## config.mk

```make
export PLATFORM = sky130hd
export DESIGN_NAME = if_id_pipe_reg
export DESIGN_NICKNAME = d
export VERILOG_FILES = /design/src/rtl/if_id_pipe_reg.sv
export SDC_FILE = /design/constraint.sdc
export NUM_CORES = 1
export LEC_CHECK = 0
export ABC_CLOCK_PERIOD_IN_PS = 5520
export CAP_MARGIN = 20
export CORE_ASPECT_RATIO = 0.7
export CORE_UTILIZATION = 43
export CTS_CLUSTER_DIAMETER = 80
export DETAILED_ROUTE_END_ITERATION = 8
export GPL_TIMING_DRIVEN = 0
export PLACE_DENSITY_LB_ADDON = 0.15
export SLEW_MARGIN = 10
export SYNTH_ARGS = -nofsm -noshare
export SYNTH_HDL_FRONTEND = slang
export SYNTH_SLANG_ARGS = --single-unit
```

## constraint.sdc

```tcl
create_clock -name clk -period 5.52 [get_ports clk]
set_clock_uncertainty 0.05 [all_clocks]
set_input_delay 1.38 -clock clk [delete_from_list [all_inputs] [get_ports clk]]
set_output_delay 1.38 -clock clk [all_outputs]
set_load 0.02 [all_outputs]
```

## src/rtl/if_id_pipe_reg.sv

```systemverilog
// -----------------------------------------------------------------------------
// if_id_pipe_reg
//
// IF/ID pipeline register of the five-stage MIPS pipeline. Captures the
// fetch-stage PC and instruction word into the decode stage. It also flags
// instruction-fetch address errors (AdEL) and tracks the branch-delay-slot
// bit. It supports stall, flush and exception-entry bubbles, and keeps a
// saturating stall-cycle counter for performance debugging.
//
// Ports
//   clk        in   1   clock, all state updates on posedge
//   reset      in   1   synchronous active-high reset, highest priority
//   En         in   1   write enable; 0 = stall (hold all pipeline state)
//   clr        in   1   flush; load a bubble instead of PC_F/Instr_F
//   req        in   1   exception/interrupt entry; load handler bubble
//   BJ_D       in   1   instruction currently in ID is a branch/jump
//   PC_F       in  32   fetch-stage PC
//   Instr_F    in  32   instruction word read at PC_F
//   PC_D       out 32   decode-stage PC
//   Instr_D    out 32   decode-stage instruction (0 = nop)
//   ExcCode_D  out  5   0 = none, EXC_ADEL = fetch address error
//   BD_D       out  1   Instr_D sits in a branch delay slot
//   Valid_D    out  1   1 = real instruction, 0 = bubble
//   StallCnt   out 16   saturating count of stall cycles
// -----------------------------------------------------------------------------
module if_id_pipe_reg #(
  parameter logic [31:0] TEXT_START   = 32'h0000_3000,
  parameter logic [31:0] TEXT_END     = 32'h0000_6FFC,
  parameter logic [31:0] HANDLER_ADDR = 32'h0000_4180,
  parameter logic [4:0]  EXC_ADEL     = 5'd4
) (
  input  logic        clk,
  input  logic        reset,
  input  logic        En,
  input  logic        clr,
  input  logic        req,
  input  logic        BJ_D,
  input  logic [31:0] PC_F,
  input  logic [31:0] Instr_F,
  output logic [31:0] PC_D,
  output logic [31:0] Instr_D,
  output logic [4:0]  ExcCode_D,
  output logic        BD_D,
  output logic        Valid_D,
  output logic [15:0] StallCnt
);

  logic [31:0] pc_q,    pc_d;
  logic [31:0] instr_q, instr_d;
  logic [4:0]  exc_q,   exc_d;
  logic        bd_q,    bd_d;
  logic        vld_q,   vld_d;
  logic [15:0] scnt_q,  scnt_d;

  logic fetch_bad;

  // Unsigned range check plus word alignment of the fetch address.
  assign fetch_bad = (PC_F[1:0] != 2'b00) || (PC_F < TEXT_START) || (PC_F > TEXT_END);

  function automatic logic [15:0] sat_inc16(input logic [15:0] v);
    return (v == 16'hFFFF) ? v : v + 16'd1;
  endfunction

  // Next-state selection in strict priority: req, stall, flush, load.
  // Reset is applied in the register block so it wins over everything.
  always_comb begin
    pc_d    = pc_q;
    instr_d = instr_q;
    exc_d   = exc_q;
    bd_d    = bd_q;
    vld_d   = vld_q;
    scnt_d  = scnt_q;
    if (req) begin
      // Exception entry beats a stall: the handler bubble must go in even
      // when the rest of the pipe is frozen.
      pc_d    = HANDLER_ADDR;
      instr_d = 32'd0;
      exc_d   = 5'd0;
      bd_d    = 1'b0;
      vld_d   = 1'b0;
    end else if (!En) begin
      // Hold everything; a concurrent clr is dropped so the stalled
      // instruction is not lost.
      scnt_d  = sat_inc16(scnt_q);
    end else if (clr) begin
      // Bubble keeps PC_F so an EPC taken from this slot is meaningful.
      pc_d    = PC_F;
      instr_d = 32'd0;
      exc_d   = 5'd0;
      bd_d    = 1'b0;
      vld_d   = 1'b0;
    end else begin
      pc_d    = PC_F;
      bd_d    = BJ_D;
      vld_d   = 1'b1;
      if (fetch_bad) begin
        instr_d = 32'd0;
        exc_d   = EXC_ADEL;
      end else begin
        instr_d = Instr_F;
        exc_d   = 5'd0;
      end
    end
  end

  always_ff @(posedge clk) begin
    if (reset) begin
      pc_q    <= TEXT_START;
      instr_q <= 32'd0;
      exc_q   <= 5'd0;
      bd_q    <= 1'b0;
      vld_q   <= 1'b0;
      scnt_q  <= 16'd0;
    end else begin
      pc_q    <= pc_d;
      instr_q <= instr_d;
      exc_q   <= exc_d;
      bd_q    <= bd_d;
      vld_q   <= vld_d;
      scnt_q  <= scnt_d;
    end
  end

  assign PC_D      = pc_q;
  assign Instr_D   = instr_q;
  assign ExcCode_D = exc_q;
  assign BD_D      = bd_q;
  assign Valid_D   = vld_q;
  assign StallCnt  = scnt_q;

endmodule

```

==> results.md, run 1 <==
- Worst slack at placement: 1850 ps
- Hold endpoint: BD_D
- Worst Path Max Fanout: 10
- R2r startpoint: StallCnt[0]
- Number of antenna diodes: 0
- First-pass DRT Iterations: 4
- Startpoint Class: primary input
- Leakage power: 0.00189 µW
- Clock sinks: 83
- Crit path kind: in2reg
- CP Data Arrival Time: 3550 ps
- Worst Max-Slew Pin Slew: 827 ps
- IO buf count: 151
- Final nets: 543
- Crit path depth: 7
- Status: completed
- Final hold violations: 0
- Yosys cell types: 45
- Reg2reg end: StallCnt[14]
- DP Cell Count: 555
- Setup Buffers After CTS: 0
- CP Capture Type: flop
- Sequential share of power: 50.9%
- Worst path max stage delay: 620 ps
- I/O pins: 157
- Synth Flop Type: dfxtp_1
- Gate Count Post-Synth: 307
- Syn_area_per_cell: 10.3 µm²
- YS warnings: 0
- Peak supply drop: 0.143 mV
- Placed Area: 0.00479 mm²
- R2r worst-path depth: 5
- WP buf/inv: 3
- Number of global-route vias before repair: 2776
- Crit path time final: 3310 ps
- Clk_lat worst skew: 340 ps
- Internal Power: 934 µW
- Hold Crit Start: BD_D
- GRT Resource Usage Total: 22.9%
- Layout cells sized above 1: 6.29%
- Final setup violation count: 0
- Reg-to-reg setup timing slack: 3460 ps
- Post-DP HPWL: 6500 µm
- Crit path required time: 5760 ps
- Post_cts resized: 0
- Routed length per instance: 15.2 µm
- CP cell instances: clkdlybuf4s50_1 -> or2_1 -> clkbuf_1 -> or3b_4 -> nor4_4 -> buf_6 -> a22o_1
- Final Instance Count excl. Fillers: 571
- Syn Std Cell Area: 0.00315 mm²
- Most frequent cells in the layout: clkdlybuf4s50_1 (151), dfxtp_1 (83), nor2_1 (40)
- Most common cell after layout, fill and taps aside: clkdlybuf4s50_1
- Setup TNS after final layout: 0 ps
- Vias/cell: 5.16
- Initial antenna violation count: 0
- CTS tree: done
- Die width: 104 µm
- WL final: 8670 µm
- CTS clock-pin slew for the worst setup and hold paths: 80 ps
- Largest net degree at the start of global routing: 14
- Post-synthesis sequential area ratio: 52.7%
- Ys async rst share: 0%
- Power Density: 241 mW/mm²
- Relative slew slack: 44.3%
- Final Cycle Share: 60.0%
- Yosys reg bits: 83
- Max stage delay cell, worst path: clkdlybuf4s50_1
- Worst hold path class: reg2reg
- Die area: 0.00768 mm²
- Fmax: 302 MHz
- EDFF count, synth: 0
- Top delay family on crit path: simple AND/OR/NAND/NOR gates
- CTS Hold Buffers Added: 0
- Die height: 73.6 µm
- NetSw: 274 µW
- RSZ-0062 raised after global routing: false
- Final Max Tran Viols: 0
- H-tree levels: 3
- Via count: 2946
- Rows: 25
- First DRT Iteration DRCs: 110
- Core area: 0.00691 mm²
- Routed Antenna Nets: 0
- Final Instance Area: 0.00501 mm²
- DRC viols: 0
- Sw Ratio: 22.7%
- Clk root buf: clkbuf_8
- MaxCap Viol Count: 0
- GP Congestion: 0.863
- Initial Util: 45.6%
- Final WS setup: 2210 ps
- Combinational share of power: 11.4%
- Hold path depth: 2
- Worst-case clock buffer depth: 2
- First-pass GRT wire length: 13600 µm
- GRT overflow: 0
- CTS buffer count: 9
- P&R area growth vs syn: 58.8%
- Clk pwr share: 37.7%
==> tightest hold or removal path: stages (launching register included) <==
cell and delay [ps]:
dfxtp_1 320, nand2b_1 60, a21oi_1 50
==> flip-flops by register name, summed over array words and instances, names as in the netlist <==
register	count
Valid_D	1
PC_D	32
Instr_D	32
StallCnt	16
ExcCode_D	1
BD_D	1
==> synth_stat cells, types with 5 or more instances <==
cell | n | area (µm²)
nand3_1 | 7 | 35.0
nor3_1 | 7 | 35.0
nand2_1 | 6 | 22.5
o21ai_0 | 6 | 30.0
a22o_1 | 32 | 280
a211oi_1 | 5 | 37.5
a21oi_1 | 9 | 45.0
nor2_1 | 40 | 150
dfxtp_1 | 83 | 1660
mux2i_1 | 29 | 290
clkbuf_1 | 13 | 48.8
nand4_1 | 5 | 31.3
nor4_1 | 8 | 50.1
==> cell families after synthesis <==
kind of cell,count (synthesis),synth area share (%)
adders and majority gates,1,0.397
xor gates and xnor gates,1,0.278
other,1,0.119
and+or+nand+nor,99,16.7
AOI/OAI and AO/OA,65,15.7
muxes,30,9.56
DFF,83,52.7
buffers and inverters,27,4.52
==> routing by layer <==
metal / global-route usage (%) / wire length (µm) / vias up
met3: 9.67 / 775 / 7
met1: 28.7 / 3830 / 1342
li1: - / - / 1452
met2: 36.9 / 3990 / 145
met5: 0 / 0 / -
met4: 5.40 / 79 / 0
==> per-stage QoR <==
stage	total power [µW]	hold slack, ps	utilization, %
after global routing	1250	459	72.4
after floorplan	683	495	-
after detailed placement	767	410	69.3
after global placement	763	407	69.3
final	1210	422	72.4
after CTS	1220	423	72.4
==> cell type report <==
type,count,area (µm²)
Multi-Input combinational cell,200,1360
Clock inverter,3,45.0
Inverter,4,15.0
Buffer,23,128
Fill cell,546,1910
Timing Repair Buffer,151,1510
Sequential cell,83,1660
Clock buffer,13,169
Tap cell,94,118
==> power groups by stage <==
stage,Sequential (µW),Clock (µW),Combinational (µW)
global route,616,490,148
floorplan,641,0,41.9
global placement,628,0,136
finish,614,456,138
detailed placement,629,0,138
CTS,614,467,139
==> worst max path at each step <==
stage | slack, ps | from | end
after floorplan | 2690 | En | StallCnt[6]
after global placement | 1900 | req | Instr_D[24]
after detailed placement | 1850 | req | Instr_D[29]
after CTS | 2230 | req | Instr_D[29]
after global routing | 2130 | req | Instr_D[26]
final | 2210 | req | Instr_D[29]
No activity file was read; power rests on OpenSTA's default activity.
==> run 2, diff against run 1 <==
- ABC_CLOCK_PERIOD_IN_PS: 5520 -> 3100
- CORE_UTILIZATION: 43 -> 40
- clock period: 5.52 -> 3.1 ns (I/O delays scaled with it)
==> results.md, run 2 (same netlist as run 1, synthesis figures left out) <==
- Status: completed
- GRT overflow: 0 (unchanged)
- Leakage power: 0.00189 µW (-0.36%)
- Initial antenna violation count: 0 (unchanged)
- Crit path kind: in2reg
- CP Data Arrival Time: 2890 ps (-660 ps)
- Rows: 26 (+4.0%)
- Final hold violations: 0 (unchanged)
- Clock sinks: 83 (unchanged)
- Setup Buffers After CTS: 0 (unchanged)
- P&R area growth vs syn: 58.5%
- Peak supply drop: 0.242 mV (+69%)
- Hold Crit Start: BD_D
- Final Instance Count excl. Fillers: 574 (+0.53%)
- Relative slew slack: 43.1% (-1.2 points)
- IO buf count: 151 (unchanged)
- DP Cell Count: 559 (+0.72%)
- Vias/cell: 5.07 (-1.7%)
- Startpoint Class: primary input
- Final Cycle Share: 85.5%
- DRC viols: 0 (unchanged)
- Die width: 108 µm (+3.6%)
- MaxCap Viol Count: 0 (unchanged)
- Worst-case clock buffer depth: 2 (unchanged)
- Clk root buf: clkbuf_8
- Most common cell after layout, fill and taps aside: clkdlybuf4s50_1
- Power Density: 424 mW/mm² (+76%)
- Final nets: 543 (unchanged)
- Die area: 0.00825 mm² (+7.3%)
- GP Congestion: 0.858 (-0.64%)
- Final Max Tran Viols: 0 (unchanged)
- Via count: 2910 (-1.2%)
- Layout cells sized above 1: 6.30% (+0.013 points)
- CTS buffer count: 9 (unchanged)
- WL final: 8400 µm (-3.2%)
- First DRT Iteration DRCs: 175 (+59%)
- Fill cells: 612 (+12%)
- Routed length per instance: 14.6 µm (-3.7%)
- Clk_lat worst skew: 340 ps (about the same)
- Fmax: 377 MHz
- CTS clock-pin slew for the worst setup and hold paths: 80 ps (about the same)
- R2r startpoint: StallCnt[0]
- GRT Resource Usage Total: 20.8% (-2.1 points)
- Initial Util: 42.3% (-3.3 points)
- Crit path required time: 3340 ps (-2420 ps)
- Setup TNS after final layout: 0 ps (unchanged)
- Largest net degree at the start of global routing: 15 (+1)
- Hold endpoint: BD_D
- Worst Max-Slew Pin Slew: 845 ps (+17.9 ps)
- Reg-to-reg setup timing slack: 1030 ps (-2430 ps)
- Worst Setup SP: req
- Core area: 0.00745 mm² (+7.8%)
- RSZ-0062 raised after global routing: false
- Number of antenna diodes: 0 (unchanged)
- CTS tree: done
- Post_cts resized: 0 (unchanged)
- Worst Path Max Fanout: 10 (unchanged)
- Crit path time final: 2650 ps
- Final setup violation count: 0 (unchanged)
- Post-DP HPWL: 6350 µm (-2.3%)
- Worst hold path class: reg2reg
- Most frequent cells in the layout: clkdlybuf4s50_1 (151), dfxtp_1 (83), nor2_1 (40)
- R2r worst-path depth: 5 (unchanged)
- First-pass GRT wire length: 13400 µm (-1.7%)
- Reg2reg end: StallCnt[14]
- Hold path depth: 2 (unchanged)
- H-tree levels: 3 (unchanged)
- CTS Hold Buffers Added: 0 (unchanged)
- CP Capture Type: flop
- Power Total: 2120 µW (+76%)
- I/O pins: 157 (unchanged)
- Routed Antenna Nets: 0 (unchanged)
- Number of global-route vias before repair: 2770 (-0.22%)
- Die height: 76.3 µm (+3.6%)
- First-pass DRT Iterations: 4 (unchanged)
run 2: cell count changes in the layout (fill, tap and decap cells not counted), sizes merged:
cell    before  now
clkinv       0    1
clkbuf      26   23
inv          4    5
run 2: per-stage QoR:
step	instance area [µm²]	worst slack (ps)	util [%]	hold WS [ps]
2_1_floorplan	3160	870	-	495
3_3_place_gp	4800	95.2	64.4	409
3_5_place_dp	4800	72.8	64.4	413
4_1_cts	5000	445	67.1	428
5_1_grt	5000	319	67.1	449
6_report	5000	451	67.1	426
run 2: layout make-up:
class	count	area (µm²)	area share, %
Multi-Input combinational cell	200	1360	27.2
Tap cell	98	123	2.45
Inverter	4	15.0	0.300
Timing Repair Buffer	151	1510	30.2
Clock inverter	5	62.6	1.25
Sequential cell	83	1660	33.2
Buffer	23	128	2.55
Clock buffer	10	138	2.75
run 2: worst max-delay path: stages:
cell,delay (ps)
clkdlybuf4s50_1,590
or2_1,310
clkbuf_1,130
or3b_4,400
nor4_4,340
buf_6,200
a22o_1,130
run 2: where the power goes:
part / internal, µW / switching [µW] / leakage [µW]
logic: 141 / 104 / 0.00112
clock network: 394 / 389 / 0.0000950
registers: 1080 / 10.1 / 0.000673
total: 1620 / 503 / 0.00189
run 2: how the worst max path moves through the flow:
stage / slack (ps) / to / depth (start not counted)
floorplan: 870 / StallCnt[6] / 5
global placement: 100 / Instr_D[15] / 7
detailed placement: 70 / Instr_D[10] / 7
CTS: 450 / Instr_D[10] / 7
global route: 320 / Instr_D[30] / 6
finish: 450 / Instr_D[17] / 7
run 2: metal layers:
| metal | wire length [µm] | global-route usage (%) | vias up | share of wire [%] |
|---|---|---|---|---|
| li1 | - | - | 1444 | - |
| met1 | 3600 | 26.3 | 1326 | 43 |
| met2 | 3740 | 31.7 | 131 | 45 |
| met3 | 962 | 9.07 | 9 | 11 |
| met4 | 96 | 6.71 | 0 | 1.1 |
| met5 | 0 | 0 | - | 0 |
==> run 3, diff against run 2 <==
- ABC_CLOCK_PERIOD_IN_PS: 3100 -> 2900
- CORE_UTILIZATION: 40 -> 25
- clock period: 3.1 -> 2.9 ns (I/O delays scaled with it)
==> results.md, run 3 (same netlist as run 1, synthesis figures left out) <==
- Final Instance Count excl. Fillers: 633 (+10%)
- Vias/cell: 4.56 (-10%)
- Worst slack at placement: -199 ps (-272 ps)
- Placed Area: 0.00487 mm² (+1.5%)
- Clock sinks: 83 (unchanged)
- Startpoint Class: primary input
- P&R area growth vs syn: 64.6%
- Number of antenna diodes: 0 (unchanged)
- CTS buffer count: 9 (unchanged)
- Setup Buffers After CTS: 0 (unchanged)
- Status: completed
- RSZ-0062 raised after global routing: false
- Final Max Tran Viols: 0 (unchanged)
- I/O pins: 157 (unchanged)
- Max stage delay cell, worst path: nor4b_1
- Final nets: 543 (unchanged)
- R2r startpoint: StallCnt[0]
- Crit path required time: 3040 ps (-300 ps)
- CTS clock-pin slew for the worst setup and hold paths: 60 ps (-20 ps)
- IO buf count: 151 (unchanged)
- MaxCap Viol Count: 0 (unchanged)
- R2r worst-path depth: 5 (unchanged)
- Number of global-route vias before repair: 2798 (+1.0%)
- Post-DP HPWL: 6880 µm (+8.3%)
- Most frequent cells in the layout: clkdlybuf4s50_1 (151), dfxtp_1 (83), nor2_1 (40)
- GP Congestion: 0.761 (-11%)
- GRT Resource Usage Total: 14.6% (-6.3 points)
- First-pass DRT Iterations: 4 (unchanged)
- CP Data Arrival Time: 2850 ps (-40 ps)
- Worst hold path class: reg2reg
- CP cell instances: clkdlybuf4s50_1 -> and4bb_2 -> nor4b_1 -> and4b_1 -> a211oi_1
- CTS Hold Buffers Added: 0 (unchanged)
- Final setup violation count: 0 (unchanged)
- First DRT Iteration DRCs: 94 (-46%)
- DP Cell Count: 618 (+11%)
- Reg2reg end: StallCnt[14]
- Via count: 2889 (-0.72%)
- H-tree levels: 3 (unchanged)
- Worst Max-Slew Pin Slew: 832 ps (-13.1 ps)
- Worst path max stage delay: 670 ps (+80 ps)
- WL final: 9190 µm (+9.4%)
- Rows: 33 (+27%)
- Initial antenna violation count: 0 (unchanged)
- Peak supply drop: 0.270 mV (+12%)
- CTS tree: done
- Initial Util: 26.3% (-16 points)
- Relative slew slack: 44.0% (+0.88 points)
- Routed length per instance: 14.5 µm (-0.76%)
- Final Instance Area: 0.00519 mm² (+3.8%)
- Final hold violations: 0 (unchanged)
- Die height: 96.0 µm (+26%)
- Critical Path End: StallCnt[14]
- Worst-case clock buffer depth: 2 (unchanged)
- Final Cycle Share: 93.4%
- Power Density: 513 mW/mm² (+21%)
- WP buf/inv: 1 (-2)
- Layout cells sized above 1: 6.30% (unchanged)
- Worst Path Max Fanout: 9 (-1)
- GRT overflow: 0 (unchanged)
- Final WS setup: 191 ps (-260 ps)
- Worst Setup SP: req
- Crit path depth: 5 (-2)
- Die area: 0.0131 mm² (+59%)
- Power Total: 2660 µW (+25%)
- Clk root buf: clkbuf_16
- Top delay family on crit path: simple AND/OR/NAND/NOR gates
- Routed Antenna Nets: 0 (unchanged)
- Fmax: 369 MHz
- Post_cts resized: 0 (unchanged)
- Largest net degree at the start of global routing: 14 (-1)
- Die width: 136 µm (+26%)
- Most common cell after layout, fill and taps aside: clkdlybuf4s50_1
- Core area: 0.0120 mm² (+61%)
- Clk_lat worst skew: 330 ps (about the same)
- Crit path time final: 2710 ps
- DRC viols: 0 (unchanged)
- First-pass GRT wire length: 14400 µm (+7.8%)
- Crit path kind: in2reg
- Reg-to-reg setup timing slack: 740 ps (-290 ps)
- CP Capture Type: flop
- Leakage power: 0.00195 µW (+3.1%)
==> run 3: changes by cell type in the layout (fill, tap and decap cells not counted) <==
cell        before  now
clkinvlp_4       2    1
clkbuf_8        10    1
clkinv_4         1    0
bufinv_16        1    2
clkinv_2         0    2
clkbuf_16        0    9
inv_6            1    0
==> run 3: power breakdown <==
| group | internal [µW] | switching (µW) |
|---|---|---|
| Sequential | 1160 | 10.9 |
| Clock | 770 | 457 |
| Combinational | 150 | 112 |
| Total | 2080 | 579 |
==> run 3: final cells by class <==
class / instances / area [µm²]
Timing Repair Buffer: 151 / 1510
Buffer: 23 / 128
Tap cell: 157 / 196
Clock buffer: 10 / 239
Sequential cell: 83 / 1660
Multi-Input combinational cell: 200 / 1360
Inverter: 4 / 15.0
Fill cell: 1192 / 6790
Clock inverter: 5 / 77.6
==> run 3: how the worst min path moves through the flow <==
stage / startpoint / to / depth (start not counted)
global route: Instr_D[2] / Instr_D[2] / 1
global placement: BD_D / BD_D / 2
floorplan: BD_D / BD_D / 2
detailed placement: Instr_D[19] / Instr_D[19] / 1
CTS: BD_D / BD_D / 2
finish: BD_D / BD_D / 2
==> run 3: per-stage QoR <==
| step | setup TNS (ps) | hold WS, ps | utilization [%] |
|---|---|---|---|
| floorplan | 0 | 495 | - |
| global placement | -5110 | 408 | 40.7 |
| detailed placement | -5560 | 414 | 40.7 |
| CTS | 0 | 428 | 43.3 |
| global route | 0 | 450 | 43.3 |
| finish | 0 | 424 | 43.3 |
==> run 3: per-layer routing <==
metal  track usage [%]  share of wire [%]  vias up
met5                 0                  0        -
met4              5.00                1.3        0
met3              5.90                9.0        9
met2              23.2                 44      110
met1              17.8                 46     1321
li1                  -                  -     1449
==> run 3: tightest hold or removal path, cell delays in order (launching register included) <==
cell,delay (ps)
dfxtp_1,310
nand2b_1,60
a21oi_1,50
